==> src/rtl/strip_header_pkg.sv <==
// rtl/strip_header_pkg.sv - shared header layout, states and helpers for the header strip/insert pair
package strip_header_pkg;

    typedef enum logic [1:0] {
        HEADER  = 2'd0,
        PAYLOAD = 2'd1,
        DROP    = 2'd2
    } state_e;

    // Header beat layout: [31:0] magic, [63:32] payload size in bytes.
    localparam int MAGIC_LSB = 0;
    localparam int SIZE_LSB  = 32;
    localparam int FIELD_W   = 32;

    localparam logic [FIELD_W-1:0] DEFAULT_MAGIC = 32'hA5A5_5A5A;

    // Widest TKEEP the popcount helper accepts; narrower keeps are zero-extended.
    localparam int KEEP_MAX = 128;

    function automatic logic [31:0] popcount(input logic [KEEP_MAX-1:0] v);
        logic [31:0] n;
        n = '0;
        for (int i = 0; i < KEEP_MAX; i++) begin
            n = n + {31'd0, v[i]};
        end
        return n;
    endfunction

endpackage

==> src/rtl/axis_skid_buffer.sv <==
// rtl/axis_skid_buffer.sv - 2-entry skid buffer with registered outputs and registered ready
//
// Ports:
//   clk, rst_n                 clock, asynchronous active-low reset
//   s_tdata_i/tkeep_i/tlast_i  beat to store
//   s_push_i                   store the beat (caller only pushes while s_tready_o is high)
//   s_tready_o                 registered "buffer not full"
//   m_tdata_o/tkeep_o/tlast_o  output beat, held stable while m_tvalid_o && !m_tready_i
//   m_tvalid_o, m_tready_i     output handshake
module axis_skid_buffer #(
    parameter int DW = 512
) (
    input  logic            clk,
    input  logic            rst_n,
    input  logic [DW-1:0]   s_tdata_i,
    input  logic [DW/8-1:0] s_tkeep_i,
    input  logic            s_tlast_i,
    input  logic            s_push_i,
    output logic            s_tready_o,
    output logic [DW-1:0]   m_tdata_o,
    output logic [DW/8-1:0] m_tkeep_o,
    output logic            m_tlast_o,
    output logic            m_tvalid_o,
    input  logic            m_tready_i
);
    localparam int EW = DW + DW/8 + 1;

    logic [EW-1:0] out_q, out_d, skid_q, skid_d, in_entry;
    logic          out_valid_q, out_valid_d;
    logic          skid_valid_q, skid_valid_d;
    logic          ready_q;
    logic          pop;

    assign in_entry = {s_tlast_i, s_tkeep_i, s_tdata_i};
    assign pop      = out_valid_q && m_tready_i;

    always_comb begin
        out_d        = out_q;
        out_valid_d  = out_valid_q;
        skid_d       = skid_q;
        skid_valid_d = skid_valid_q;
        if (!out_valid_q || pop) begin
            // Output slot frees up: refill from skid first, then from the input.
            // A full skid means ready was low, so no push can coincide with it.
            if (skid_valid_q) begin
                out_d        = skid_q;
                out_valid_d  = 1'b1;
                skid_valid_d = 1'b0;
            end else if (s_push_i) begin
                out_d       = in_entry;
                out_valid_d = 1'b1;
            end else begin
                out_valid_d = 1'b0;
            end
        end else if (s_push_i) begin
            skid_d       = in_entry;
            skid_valid_d = 1'b1;
        end
    end

    always_ff @(posedge clk or negedge rst_n) begin
        if (!rst_n) begin
            out_q        <= '0;
            out_valid_q  <= 1'b0;
            skid_q       <= '0;
            skid_valid_q <= 1'b0;
            ready_q      <= 1'b0;
        end else begin
            out_q        <= out_d;
            out_valid_q  <= out_valid_d;
            skid_q       <= skid_d;
            skid_valid_q <= skid_valid_d;
            ready_q      <= !skid_valid_d;
        end
    end

    assign s_tready_o = ready_q;
    assign m_tvalid_o = out_valid_q;
    assign {m_tlast_o, m_tkeep_o, m_tdata_o} = out_q;

endmodule

==> src/rtl/strip_header.sv <==
// rtl/strip_header.sv - validates and strips the header beat of AXI-Stream frames
//
// Ports:
//   clk, resetn          clock, asynchronous active-low reset
//   AXIS_IN_*            ingress frame stream (first beat is the header)
//   AXIS_OUT_*           payload-only stream
//   FRAME_SIZE           size field of the last good header
//   HDR_ERR              one-cycle pulse on a bad-magic header
//   LEN_ERR              one-cycle pulse when payload byte count != FRAME_SIZE at TLAST
module strip_header
    import strip_header_pkg::*;
#(
    parameter int          DW    = 512,
    parameter logic [31:0] MAGIC = DEFAULT_MAGIC
) (
    input  logic            clk,
    input  logic            resetn,
    input  logic [DW-1:0]   AXIS_IN_TDATA,
    input  logic            AXIS_IN_TVALID,
    input  logic [DW/8-1:0] AXIS_IN_TKEEP,
    input  logic            AXIS_IN_TLAST,
    output logic            AXIS_IN_TREADY,
    output logic [DW-1:0]   AXIS_OUT_TDATA,
    output logic            AXIS_OUT_TVALID,
    input  logic            AXIS_OUT_TREADY,
    output logic [DW/8-1:0] AXIS_OUT_TKEEP,
    output logic            AXIS_OUT_TLAST,
    output logic [31:0]     FRAME_SIZE,
    output logic            HDR_ERR,
    output logic            LEN_ERR
);
    state_e        state_q, state_d;
    logic [31:0]   cnt_q, cnt_d;
    logic [31:0]   size_q, size_d;
    logic          hdr_err_q, hdr_err_d;
    logic          len_err_q, len_err_d;
    logic          push;
    logic          in_ready;
    logic          hs;
    logic          magic_ok;
    logic [31:0]   hdr_size;
    logic [KEEP_MAX-1:0] keep_ext;
    logic [31:0]   byte_sum;

    assign hs       = AXIS_IN_TVALID && in_ready;
    assign magic_ok = AXIS_IN_TDATA[MAGIC_LSB +: FIELD_W] == MAGIC;
    assign hdr_size = AXIS_IN_TDATA[SIZE_LSB +: FIELD_W];
    assign keep_ext = KEEP_MAX'(AXIS_IN_TKEEP);
    // Running total including the current beat; wraps modulo 2^32.
    assign byte_sum = cnt_q + popcount(keep_ext);

    always_comb begin
        state_d   = state_q;
        cnt_d     = cnt_q;
        size_d    = size_q;
        hdr_err_d = 1'b0;
        len_err_d = 1'b0;
        push      = 1'b0;
        if (hs) begin
            case (state_q)
                HEADER: begin
                    if (magic_ok) begin
                        size_d = hdr_size;
                        cnt_d  = '0;
                        if (AXIS_IN_TLAST) begin
                            // Header-only frame: zero payload bytes arrived.
                            len_err_d = (hdr_size != 32'd0);
                        end else begin
                            state_d = PAYLOAD;
                        end
                    end else begin
                        hdr_err_d = 1'b1;
                        if (!AXIS_IN_TLAST) state_d = DROP;
                    end
                end
                PAYLOAD: begin
                    push  = 1'b1;
                    cnt_d = byte_sum;
                    if (AXIS_IN_TLAST) begin
                        len_err_d = (byte_sum != size_q);
                        state_d   = HEADER;
                    end
                end
                DROP: begin
                    if (AXIS_IN_TLAST) state_d = HEADER;
                end
                default: state_d = HEADER;
            endcase
        end
    end

    always_ff @(posedge clk or negedge resetn) begin
        if (!resetn) begin
            state_q   <= HEADER;
            cnt_q     <= '0;
            size_q    <= '0;
            hdr_err_q <= 1'b0;
            len_err_q <= 1'b0;
        end else begin
            state_q   <= state_d;
            cnt_q     <= cnt_d;
            size_q    <= size_d;
            hdr_err_q <= hdr_err_d;
            len_err_q <= len_err_d;
        end
    end

    axis_skid_buffer #(.DW(DW)) u_skid (
        .clk        (clk),
        .rst_n      (resetn),
        .s_tdata_i  (AXIS_IN_TDATA),
        .s_tkeep_i  (AXIS_IN_TKEEP),
        .s_tlast_i  (AXIS_IN_TLAST),
        .s_push_i   (push),
        .s_tready_o (in_ready),
        .m_tdata_o  (AXIS_OUT_TDATA),
        .m_tkeep_o  (AXIS_OUT_TKEEP),
        .m_tlast_o  (AXIS_OUT_TLAST),
        .m_tvalid_o (AXIS_OUT_TVALID),
        .m_tready_i (AXIS_OUT_TREADY)
    );

    assign AXIS_IN_TREADY = in_ready;
    assign FRAME_SIZE     = size_q;
    assign HDR_ERR        = hdr_err_q;
    assign LEN_ERR        = len_err_q;

endmodule

==> config.mk <==
export PLATFORM = sky130hd
export DESIGN_NAME = strip_header
export DESIGN_NICKNAME = d
export VERILOG_FILES = /design/src/rtl/strip_header_pkg.sv /design/src/rtl/axis_skid_buffer.sv /design/src/rtl/strip_header.sv
export SDC_FILE = /design/constraint.sdc
export NUM_CORES = 2
export LEC_CHECK = 0
export CAP_MARGIN = 0
export CORE_AREA = 2 2 462 464
export CTS_BUF_LIST = sky130_fd_sc_hd__clkbuf_4
export DETAILED_ROUTE_END_ITERATION = 7
export DIE_AREA = 0 0 464 466
export HOLD_SLACK_MARGIN = 0.12
export SLEW_MARGIN = 20
export SYNTH_ARGS = -nofsm -noshare
export SYNTH_HDL_FRONTEND = slang
export SYNTH_HIERARCHICAL = 1
export SYNTH_SLANG_ARGS = --single-unit
==> constraint.sdc <==
create_clock -name clk -period 8.7 [get_ports clk]
set_input_delay 0.87 -clock clk [delete_from_list [all_inputs] [get_ports clk]]
set_output_delay 0.87 -clock clk [all_outputs]
set_load 0.01 [all_outputs]
==> PnR_summary.wiki <==
{| class="wikitable"
! Metric !! Value
|-
| Result of the run || finished clean
|-
| Setup repair after global routing missed its margin || false
|-
| Length of routed met2 wiring || 107 mm
|-
| Slew at the pin with the worst max-slew slack || 1.19 ns
|-
| Clock sink total || 1225
|-
| Floorplan die area || 0.216 mm^2
|-
| Clock buffer count from CTS || 369
|-
| Clk pin slew, worst setup/hold paths || 0.07 ns
|-
| Synth Area in Simple Gates || 1.71%
|-
| Max-slew violations || 0
|-
| Global-route wire length before repair || 335 mm
|-
| Finish-stage setup viols || 0
|-
| GRT Residual Overflow || 0
|-
| Vias in the first global route || 47166
|-
| CTS H-Tree Depth || 5
|-
| Post-Route Skew || 0.118 ns
|-
| Number of rows in the core area || 169
|-
| Uppermost routed layer || met5
|-
| Area overhead of the layout relative to synthesis || 45.6%
|-
| Maxcap violations || 0
|-
| Core Footprint || 0.211 mm^2
|-
| Tot Pwr || 15500 uW
|-
| Synthesis Warnings || 6
|-
| Largest family of logic cells by synthesized area || multiplexers
|-
| Post-synthesis share of cell area spent on xor and xnor gates || 0.735%
|-
| DP HPWL || 167 mm
|-
| Sequential area share after synthesis || 55.9%
|-
| Fraction of final layout cells sized beyond drive strength 1 || 11.4%
|-
| Violation count after the first detailed-route iteration || 2715
|-
| Count of filler cells inserted in the layout || 20446
|-
| Clock Root Buffer || clkbuf_4
|-
| Setup repair bufs after CTS || 0
|-
| Core utilization of the finished layout || 37.8%
|-
| Maximum clock frequency || 0.123 GHz
|-
| IR Drop Worst-Case VDD || 0.598 mV
|-
| Register bit count reported by yosys || 1225
|-
| Synth Flop Type || dfrtp_1
|-
| Final hold slack || 0.341 ns
|-
| Initial Utilization || 25.9%
|-
| Critical Path AT || 9.33 ns
|-
| Number of resized instances in the post-cts repair step || 0
|-
| Num ports || 1194
|-
| Sequential standard cell area || 0.0307 mm^2
|-
| Mux cell area share after synthesis || 23.1%
|-
| Time the final worst path needs with I/O delays and setup || 8.11 ns
|-
| Die Span X || 464 um
|-
| Setup crit end kind || register
|-
| Final layout net count || 6964
|-
| Category of the worst setup path launch point || primary input
|-
| Via count of the routed design || 44563
|-
| Die Y-Extent || 466 um
|-
| DRT Wirelength || 232 mm
|-
| Final weighted congestion in routability-driven placement || 0.875
|-
| Worst-skew pair later-pin latency || 1.39 ns
|-
| Total routing resource utilization after global routing || 20.9%
|-
| Start-to-end type of the worst setup path || primary input to register
|-
| Smallest setup slack after layout || 0.594 ns
|-
| Async S/R FF share, synth || 100%
|-
| Number of nets still failing antenna checks after routing || 0
|-
| EDFF count, synth || 0
|-
| Worst rel slew slack || 20.4%
|-
| Post-synthesis compound-gate area fraction || 12.1%
|-
| Minimum setup slack after placement || -0.175 ns
|-
| Vias per std cell || 4.73
|-
| Unique masters post-synth || 67
|-
| Pin count of the biggest net entering global routing || 193
|-
| Max Fanout on Critical Path || 7
|-
| Total of buffers placed on input and output ports || 1193
|-
| Number of failing hold endpoints at the final stage || 0
|-
| Wl on met1 || 96.9 mm
|-
| Buffer depth of the longest clock path || 4
|-
| Accumulated negative setup slack || 0 ns
|-
| Mapped Avg Cell Area || 12.4 um^2
|-
| Power per cell area || 194 mW/mm^2
|-
| Synthesized area || 0.0548 mm^2
|-
| Detailed-routed wire length on met3 || 19.4 mm
|-
| Quantity of hold-fixing buffers added after cts || 568
|-
| Cell count after synthesis || 4421
|-
| Detailed-route DRC error count || 0
|-
| Arithmetic-cell share of the synthesized area counting full adders, half adders and majority gates || 2.71%
|-
| Iteration count of the initial detailed-routing pass || 5
|-
| Per-cell routed wire length || 24.6 um
|-
| Multi-input gate area || 0.0221 mm^2
|-
| Class of the tightest hold or removal check || primary input to register
|-
| Clock tree from TritonCTS || done
|-
| Fin crit share || 93.2%
|-
| Antenna violations before repair || 59
|-
| Required time reported for the critical path endpoint || 9.93 ns
|-
| Post-synthesis net count || 5087
|-
| Leakage power of the design || 0.0355 uW
|}
-- flip-flops by register name, summed over array words and instances (netlist names) --
name                 flops
u_skid/skid_valid_q      1
LEN_ERR                  1
cnt_q                   32
FRAME_SIZE              32
u_skid/m_tvalid_o        1
u_skid/s_tready_o        1
u_skid/out_q           577
HDR_ERR                  1
state_q                  2
u_skid/skid_q          577
-- synth_stat cells (12+ instances only) --
cell         n  area [um^2]
dfrtp_1   1225        30700
nor2_1      29          109
clkbuf_1   162          608
mux2_1     530         5970
o21ai_1    377         1890
mux2_2      78          878
nor4bb_1    12          120
ha_1        29          363
o21ai_0    816         4080
xnor2_1     28          245
fa_1        56         1120
xor2_1      18          158
nand2_1     52          195
a21oi_1     18         90.1
buf_2       85          425
inv_1       93          349
o31ai_1     12         90.1
buf_4       73          548
mux2i_1    579         5800
-- final cells by class --
class	instances	share of cell area [%]
clock inverters	76	0.564
diodes	40	0.125
multi-input cells	2765	27.7
flip-flops and latches	1225	38.4
repair buffers	1844	23.2
well taps	2821	4.42
inverters	93	0.437
clock buffers	550	5.17
-- routing by layer --
layer | GRT usage (%) | up-vias
met4 | 8.01 | 38
li1 | - | 19894
met5 | 0 | -
met3 | 7.65 | 419
met2 | 33.2 | 1630
met1 | 25.8 | 22582
-- power breakdown --
part           switching, uW  total (uW)  internal (uW)
sequential              2.55        5700           5700
combinational           2170        4170           2000
clock                   2630        5630           3010
total                   4800       15500          10700
-- cell usage in the layout (no fill, tap or decap), types with 10 or more instances in the layout --
| cell | count |
|---|---|
| a21oi_1 | 18 |
| buf_12 | 16 |
| a21o_1 | 10 |
| and2_1 | 10 |
| mux2i_1 | 579 |
| mux2_2 | 78 |
| xnor2_1 | 28 |
| dlygate4sd3_1 | 567 |
| o31ai_1 | 12 |
| nor4bb_1 | 12 |
| dfrtp_1 | 1224 |
| clkbuf_4 | 550 |
| xor2_1 | 18 |
| inv_1 | 93 |
| nor2_1 | 27 |
| clkinv_1 | 60 |
| ha_1 | 29 |
| nand2_1 | 51 |
| nand3_1 | 10 |
| o21ai_1 | 377 |
| clkdlybuf4s50_1 | 1192 |
| fa_1 | 56 |
| diode_2 | 40 |
| buf_4 | 66 |
| o21ai_0 | 816 |
| mux2_1 | 530 |
-- worst max-delay path, cell delays in order --
cell and delay, ns:
dlygate4sd3_1 0.67, clkdlybuf4s50_1 0.56, inv_1 0.13, fa_1 0.51, fa_1 0.53, inv_1 0.05, fa_1 0.47, inv_1 0.05
fa_1 0.54, fa_1 0.44, fa_1 0.49, fa_1 0.54, fa_1 0.45, fa_1 0.44, fa_1 0.45, nand2b_1 0.17
a21oi_2 0.27, a31oi_2 0.22, nor3_4 0.26, buf_4 0.20, and2_1 0.15, nand4_1 0.14, xnor2_1 0.17, nor4_1 0.43
a31oi_1 0.14
-- path summary, 6_finish.rpt --
| path | startpoint | to | slack, ns | cells after the start |
|---|---|---|---|---|
| hold / removal | AXIS_IN_TDATA[44] | u_skid/skid_q[44] | 0.34 | 2 |
| hold reg to reg | u_skid/skid_q[300] | u_skid/out_q[300] | 0.47 | 2 |
| max in group asynchronous | resetn | u_skid/skid_q[185] | 6.02 | 5 |
| setup / recovery | AXIS_IN_TKEEP[61] | LEN_ERR | 0.59 | 25 |
| setup reg to reg | cnt_q[0] | LEN_ERR | 1.79 | 20 |
| min in group asynchronous | resetn | u_skid/skid_q[454] | 0.76 | 4 |
-- stage by stage --
stage / instance area [um^2] / instances
finish: 79800 / 9414
global route: 79800 / 9402
CTS: 79700 / 9374
detailed placement: 69400 / 8180
global placement: 69400 / 8180
floorplan: 54800 / 4421
-- kinds of logic (layout without fill, tap and decap cells) --
kind of cell | count (synthesis) | after routing
fa+ha+maj | 85 | 85
mux | 1187 | 1187
other cells | 0 | 40
xor+xnor | 46 | 46
buf+inv | 431 | 2563
flops | 1225 | 1225
compound gates | 1277 | 1277
simple gates | 170 | 170
(Power assumes the default switching activity.)
